<file path="config.mk">
export PLATFORM = sky130hd
export DESIGN_NAME = data_accumulator
export DESIGN_NICKNAME = d
export VERILOG_FILES = /design/src/rtl/data_accumulator.sv
export SDC_FILE = /design/constraint.sdc
export NUM_CORES = 2
export LEC_CHECK = 0
export BUFFER_PORTS_ARGS = -buffer_cell sky130_fd_sc_hd__buf_2
export CAP_MARGIN = 20
export CORE_MARGIN = 5
export CORE_UTILIZATION = 51
export DETAILED_ROUTE_END_ITERATION = 10
export PLACE_DENSITY = 0.71
export SETUP_SLACK_MARGIN = 0.3
export SYNTH_ARGS = -nofsm -noshare
export SYNTH_HDL_FRONTEND = slang
export SYNTH_SLANG_ARGS = --single-unit
</file>
<file path="constraint.sdc">
create_clock -name clk -period 10.3 [get_ports clk]
set_input_delay 0.515 -clock clk [delete_from_list [all_inputs] [get_ports clk]]
set_output_delay 0.515 -clock clk [all_outputs]
set_load 0.03 [all_outputs]
</file>
<file path="src/rtl/data_accumulator.sv">
// Triggered waveform-averaging accumulator: sums NUM_CAPTURES windows of
// RECORD_LEN 8-bit samples point-by-point into an 18-bit memory, then offers
// the summed record to a downstream reader one word per read strobe.
//
// Read handshake: a word is transferred on any rising clk edge where
// dataReadyToRead=1 and dataRead=1. dataOut is valid whenever dataReadyToRead
// is high (first-word-fall-through). dataRead with dataReadyToRead=0 has no
// effect. Once high, dataReadyToRead stays high until the last word of the
// record has been transferred.
module data_accumulator #(
    parameter int RECORD_LEN   = 64,
    parameter int NUM_CAPTURES = 4
) (
    input  logic        clk,
    input  logic        rst,
    input  logic [7:0]  inputData,
    input  logic        dataCaptureStrobe,
    input  logic        dataRead,
    output logic        dataReadyToRead,
    output logic        dataEmpty,
    output logic [17:0] dataOut,
    output logic [2:0]  debugState
);

    localparam int IW = (RECORD_LEN > 1) ? $clog2(RECORD_LEN) : 1;
    localparam int CW = $clog2(NUM_CAPTURES + 1);

    typedef enum logic [2:0] {
        IDLE    = 3'd0,
        ARMED   = 3'd1,
        CAPTURE = 3'd2,
        DRAIN   = 3'd3,
        READOUT = 3'd4
    } state_t;

    state_t state;
    state_t nextState;

    logic [17:0]   mem [RECORD_LEN];
    logic [IW-1:0] sampleIdx;
    logic [IW-1:0] readIdx;
    logic [CW-1:0] captureCount;
    logic          strobePrev;

    logic strobeRise;
    logic lastSample;
    logic lastCapture;
    logic lastWord;
    logic consume;

    // A capture is armed only by a rising strobe, so a long strobe counts once
    assign strobeRise  = dataCaptureStrobe & ~strobePrev;
    assign lastSample  = (sampleIdx == IW'(RECORD_LEN - 1));
    assign lastCapture = (captureCount == CW'(NUM_CAPTURES - 1));
    assign lastWord    = (readIdx == IW'(RECORD_LEN - 1));
    assign consume     = dataRead & dataReadyToRead;
    assign debugState  = state;

    // State register
    always_ff @(posedge clk) begin
        if (rst) begin
            state <= IDLE;
        end else begin
            state <= nextState;
        end
    end

    // Next-state decode; strobes outside IDLE/ARMED are simply not looked at
    always_comb begin
        nextState = state;
        case (state)
            IDLE, ARMED: begin
                if (strobeRise) begin
                    nextState = CAPTURE;
                end
            end
            CAPTURE: begin
                if (lastSample) begin
                    nextState = lastCapture ? DRAIN : ARMED;
                end
            end
            DRAIN: begin
                nextState = READOUT;
            end
            READOUT: begin
                if (consume && lastWord) begin
                    nextState = IDLE;
                end
            end
            default: nextState = IDLE;
        endcase
    end

    // Accumulation memory: the first capture overwrites, later ones add.
    // Each address is touched once per capture, so the same-cycle
    // read-modify-write has no hazard and needs no forwarding.
    always_ff @(posedge clk) begin
        if (!rst && state == CAPTURE) begin
            mem[sampleIdx] <= ((captureCount == '0) ? 18'd0 : mem[sampleIdx])
                              + {10'd0, inputData};
        end
    end

    // Counters, strobe history and the registered read port
    always_ff @(posedge clk) begin
        if (rst) begin
            sampleIdx       <= '0;
            readIdx         <= '0;
            captureCount    <= '0;
            strobePrev      <= 1'b0;
            dataReadyToRead <= 1'b0;
            dataEmpty       <= 1'b1;
            dataOut         <= 18'd0;
        end else begin
            strobePrev <= dataCaptureStrobe;
            case (state)
                CAPTURE: begin
                    // RECORD_LEN is a power of two, so the index wraps to 0
                    sampleIdx <= sampleIdx + IW'(1);
                    if (lastSample) begin
                        captureCount <= captureCount + CW'(1);
                    end
                end
                DRAIN: begin
                    readIdx         <= '0;
                    dataOut         <= mem[0];
                    dataReadyToRead <= 1'b1;
                    dataEmpty       <= 1'b0;
                end
                READOUT: begin
                    if (consume) begin
                        if (lastWord) begin
                            dataReadyToRead <= 1'b0;
                            dataEmpty       <= 1'b1;
                            captureCount    <= '0;
                        end else begin
                            readIdx <= readIdx + IW'(1);
                            dataOut <= mem[readIdx + IW'(1)];
                        end
                    end
                end
                default: ;
            endcase
        end
    end

endmodule

</file>
==> impl_metrics.csv <==
group,metric,value,unit
outcome,status,"complete, no violations",
cts,h-tree-depth,3,
floorplanning,chipHeight,340,um
timing,tightestPinTransition,1.19,ns
placed_design,io_buffers,34,
pwr,total_power,11100,uW
critical_path,worst-setup-path-type,"reg -> reg",
critical_path,cpMostUsedCell,"mux4_2",
timing,setup_violations,0,
logic_synthesis,synth_ff_type,"edfxtp_1",
finish,seqCellArea,35500,um^2
cts,clk_pin_slew_worst_paths,0.07,ns
drt,ant_nets,0,
finish,final_nets,2742,
drt,wl,161,mm
logic_synthesis,synthMuxAreaShare,29.4,%
timing,fin_tns_setup,0,ns
timing,post-route-period-util,62.4,%
finish,multi_input_area,19500,um^2
drt,drt_drc_violations_left,0,
timing,grt_setup_unrepaired,"no",
logic_synthesis,synth_adder_area_share,0.329,%
critical_path,worstPathCellList,"buf_4, mux4_2, mux4_2, mux4_2, and2_1, ha_1, o21ai_0, a21oi_1, o21ai_0, a21oi_1, o21ai_1, nor4_1, mux2_1, buf_4",
logic_synthesis,synthArstFlopShare,0,%
drt,wire_per_inst,38.1,um
cts,hold_buffers,0,
logic_synthesis,syn_area,55600,um^2
logic_synthesis,synthesis.nets,2663,
finish,syn_to_final_growth,11.2,%
global_route,grt_use_total,28.0,%
logic_synthesis,synth_xor_area_share,0.281,%
drt,vias_per_cell,7.28,
global_route,grt-ovfl-total,0,
cts,cts_root_buf,"clkbuf_16",
cts,cts_buffer_depth,3,
global_route,grt_pass1_vias,31400,
cts,cts_resized,0,
timing,hold_viol,0,
timing,slew_viol_final,0,
floorplanning,design.core.area,109000,um^2
drt,drt_iter0_markers,4460,
cts,cts_tree,"done",
floorplanning,initial_core_util,51.2,%
logic_synthesis,synth_seq_cells,1197,
logic_synthesis,syn-mean-instance-area,21.1,um^2
global_route,grt_max_degree,99,
critical_path,cp_slowest_cell,"dfxtp_4",
floorplanning,dieArea,116000,um^2
logic_synthesis,synth_cell_types,61,
global_route,grt_pass1_wl,232,mm
cts,clock-sinks,1197,
cts,cts_setup_buffers,0,
critical_path,cp_max_fo,64,
cts,clk_latency,0.72,ns
logic_synthesis,synth_top_family_by_area,"multiplexers",
finish,post-route-util,56.9,%
critical_path,start_kind,"flop",
drt,drtPass1Iterations,5,
logic_synthesis,yosysSeqAreaShare,63.8,%
critical_path,worst-path-buf-inv,2,
critical_path,required,10.66,ns
floorplanning,boundaryPins,35,
floorplanning,core.rowCount,121,
global_route,antenna_found_initial,7,
min_path,hp-class,"in -> reg",
pwr,leakage,0.0185,uW
critical_path,path_delay_family,"multiplexers",
placed_design,hpwlAfterDp,92.8,mm
critical_path,arrival,6.79,ns
timing,layout_min_cycle_time,6.43,ns
logic_synthesis,synth_edf_count,1152,
timing,clock.fmax,155,MHz
logic_synthesis,netlist_instances,2637,
drt,vias,30800,
timing,slew_headroom,20.6,%
placed_design,gp_congestion,0.865,
logic_synthesis,synthSimpleGateAreaFrac,2.51,%
logic_synthesis,yosysWarnings,0,
critical_path,cp-end-kind,"flop",
logic_synthesis,synth_compound_area_share,1.80,%
pwr,peakVddDrop,0.162,mV
timing,finClkSkew,0.0414,ns
finish,fillers,7694,
cts,numCtsBuffers,118,
pwr,power_density,180,nW/um^2
finish,drive_above_1_share,40.6,%
floorplanning,die-width,340,um
job,cap_violations,0,
critical_path,slowest_delay,0.89,ns
synthesized netlist by cell type, types with 17 or more instances:
cell type	instances	area, um^2
clkbuf_1	78	293
mux2i_1	23	230
nor2_1	127	477
edfxtp_1	1152	34600
nand2_1	68	255
nor3_1	17	85.1
nand3_1	17	85.1
a211oi_1	35	263
o21ai_0	19	95.1
nor2b_1	20	125
buf_2	44	220
mux4_2	714	16100
buf_1	49	184
dfxtp_1	45	901
a21oi_1	33	165
layout by cell type (no fill, tap or decap), types with 6 or more instances in the layout:
cell,count
buf_12,6
buf_4,115
nor3_1,17
a22oi_1,12
dfxtp_1,40
edfxtp_1,1152
a31oi_1,7
nor2_2,64
clkbuf_1,18
o21ai_0,18
inv_1,14
buf_2,34
a211oi_1,35
nand3_1,17
bufinv_16,8
mux2i_1,22
clkinv_1,31
nor2b_1,20
a21oi_1,32
xor2_4,7
ha_1,12
nor2_1,61
clkbuf_16,119
clkinv_4,6
nand2_1,68
nand2b_1,11
mux4_2,714
clkinvlp_4,7
and2_1,15
clkinv_2,24
layer usage:
| layer | share of wire [%] | vias to the layer above | global-route usage (%) |
|---|---|---|---|
| li1 | - | 11700 | - |
| met1 | 34 | 16300 | 37.9 |
| met2 | 47 | 2400 | 43.7 |
| met3 | 13 | 437 | 7.23 |
| met4 | 5.4 | 2 | 12.7 |
| met5 | 0.011 | - | 0 |
per-stage QoR:
| stage | instances | hold WS, ns | setup slack (ns) | instance area (um^2) |
|---|---|---|---|---|
| CTS | 4231 | 0.00739 | 3.63 | 61800 |
| detailed placement | 4008 | 0.462 | 3.65 | 58000 |
| global route | 4233 | 0.0311 | 3.52 | 61800 |
| floorplan | 2637 | 0.449 | 3.13 | 55600 |
| finish | 4234 | 0.0335 | 3.87 | 61800 |
| global placement | 4007 | 0.452 | 3.71 | 58000 |
flip-flops by register name, summed over array words and instances, names as in the netlist, named ones only:
| name | cells |
|---|---|
| strobePrev | 1 |
| dataOut | 18 |
| captureCount | 3 |
| dataEmpty | 1 |
| debugState | 3 |
| sampleIdx | 6 |
| readIdx | 6 |
| mem | 1152 |
| dataReadyToRead | 1 |
layout make-up:
class / count / share of cell area, %
Sequential cell: 1197 / 57.5
Multi-Input combinational cell: 1226 / 31.5
Clock buffer: 137 / 4.93
Tap cell: 1414 / 2.86
Timing Repair Buffer: 158 / 1.98
Clock inverter: 86 / 1.15
Inverter: 15 / 0.0951
Antenna cell: 1 / 0.00405
report_power, final:
part | internal (uW) | switching, uW | total (uW)
clock | 2330 | 1880 | 4200
combinational | 778 | 749 | 1530
sequential | 5320 | 62.1 | 5380
worst register-to-register path, cell delays in order, from the launching register on:
cell,delay (ns)
dfxtp_4,0.89
buf_4,0.70
mux4_2,0.48
mux4_2,0.56
mux4_2,0.47
and2_1,0.17
ha_1,0.42
o21ai_0,0.17
a21oi_1,0.33
o21ai_0,0.31
a21oi_1,0.36
o21ai_1,0.18
nor4_1,0.36
mux2_1,0.36
buf_4,0.32
logic make-up (layout without fill, tap and decap cells):
family                     after synthesis  count (layout)
AOI/OAI and AO/OA                      149             149
xor gates and xnor gates                17              17
adders and majority gates               14              14
buffers and inverters                  214             396
DFF                                   1197            1197
muxes                                  741             741
other                                    0               1
and+or+nand+nor                        305             305
path summary, 6_finish.rpt:
path	end	slack, ns	startpoint	cells after the start
max reg2reg	mem[53][14]$_DFFE_PP_	3.87	flop	14
min reg2reg	captureCount[1]$_SDFFE_PP0P_	0.47	captureCount[1]$_SDFFE_PP0P_	2
min	strobePrev$_SDFF_PP0_	0.03	dataCaptureStrobe	2
max	mem[53][14]$_DFFE_PP_	3.87	flop	14
No activity file was read; power rests on OpenSTA's default activity.
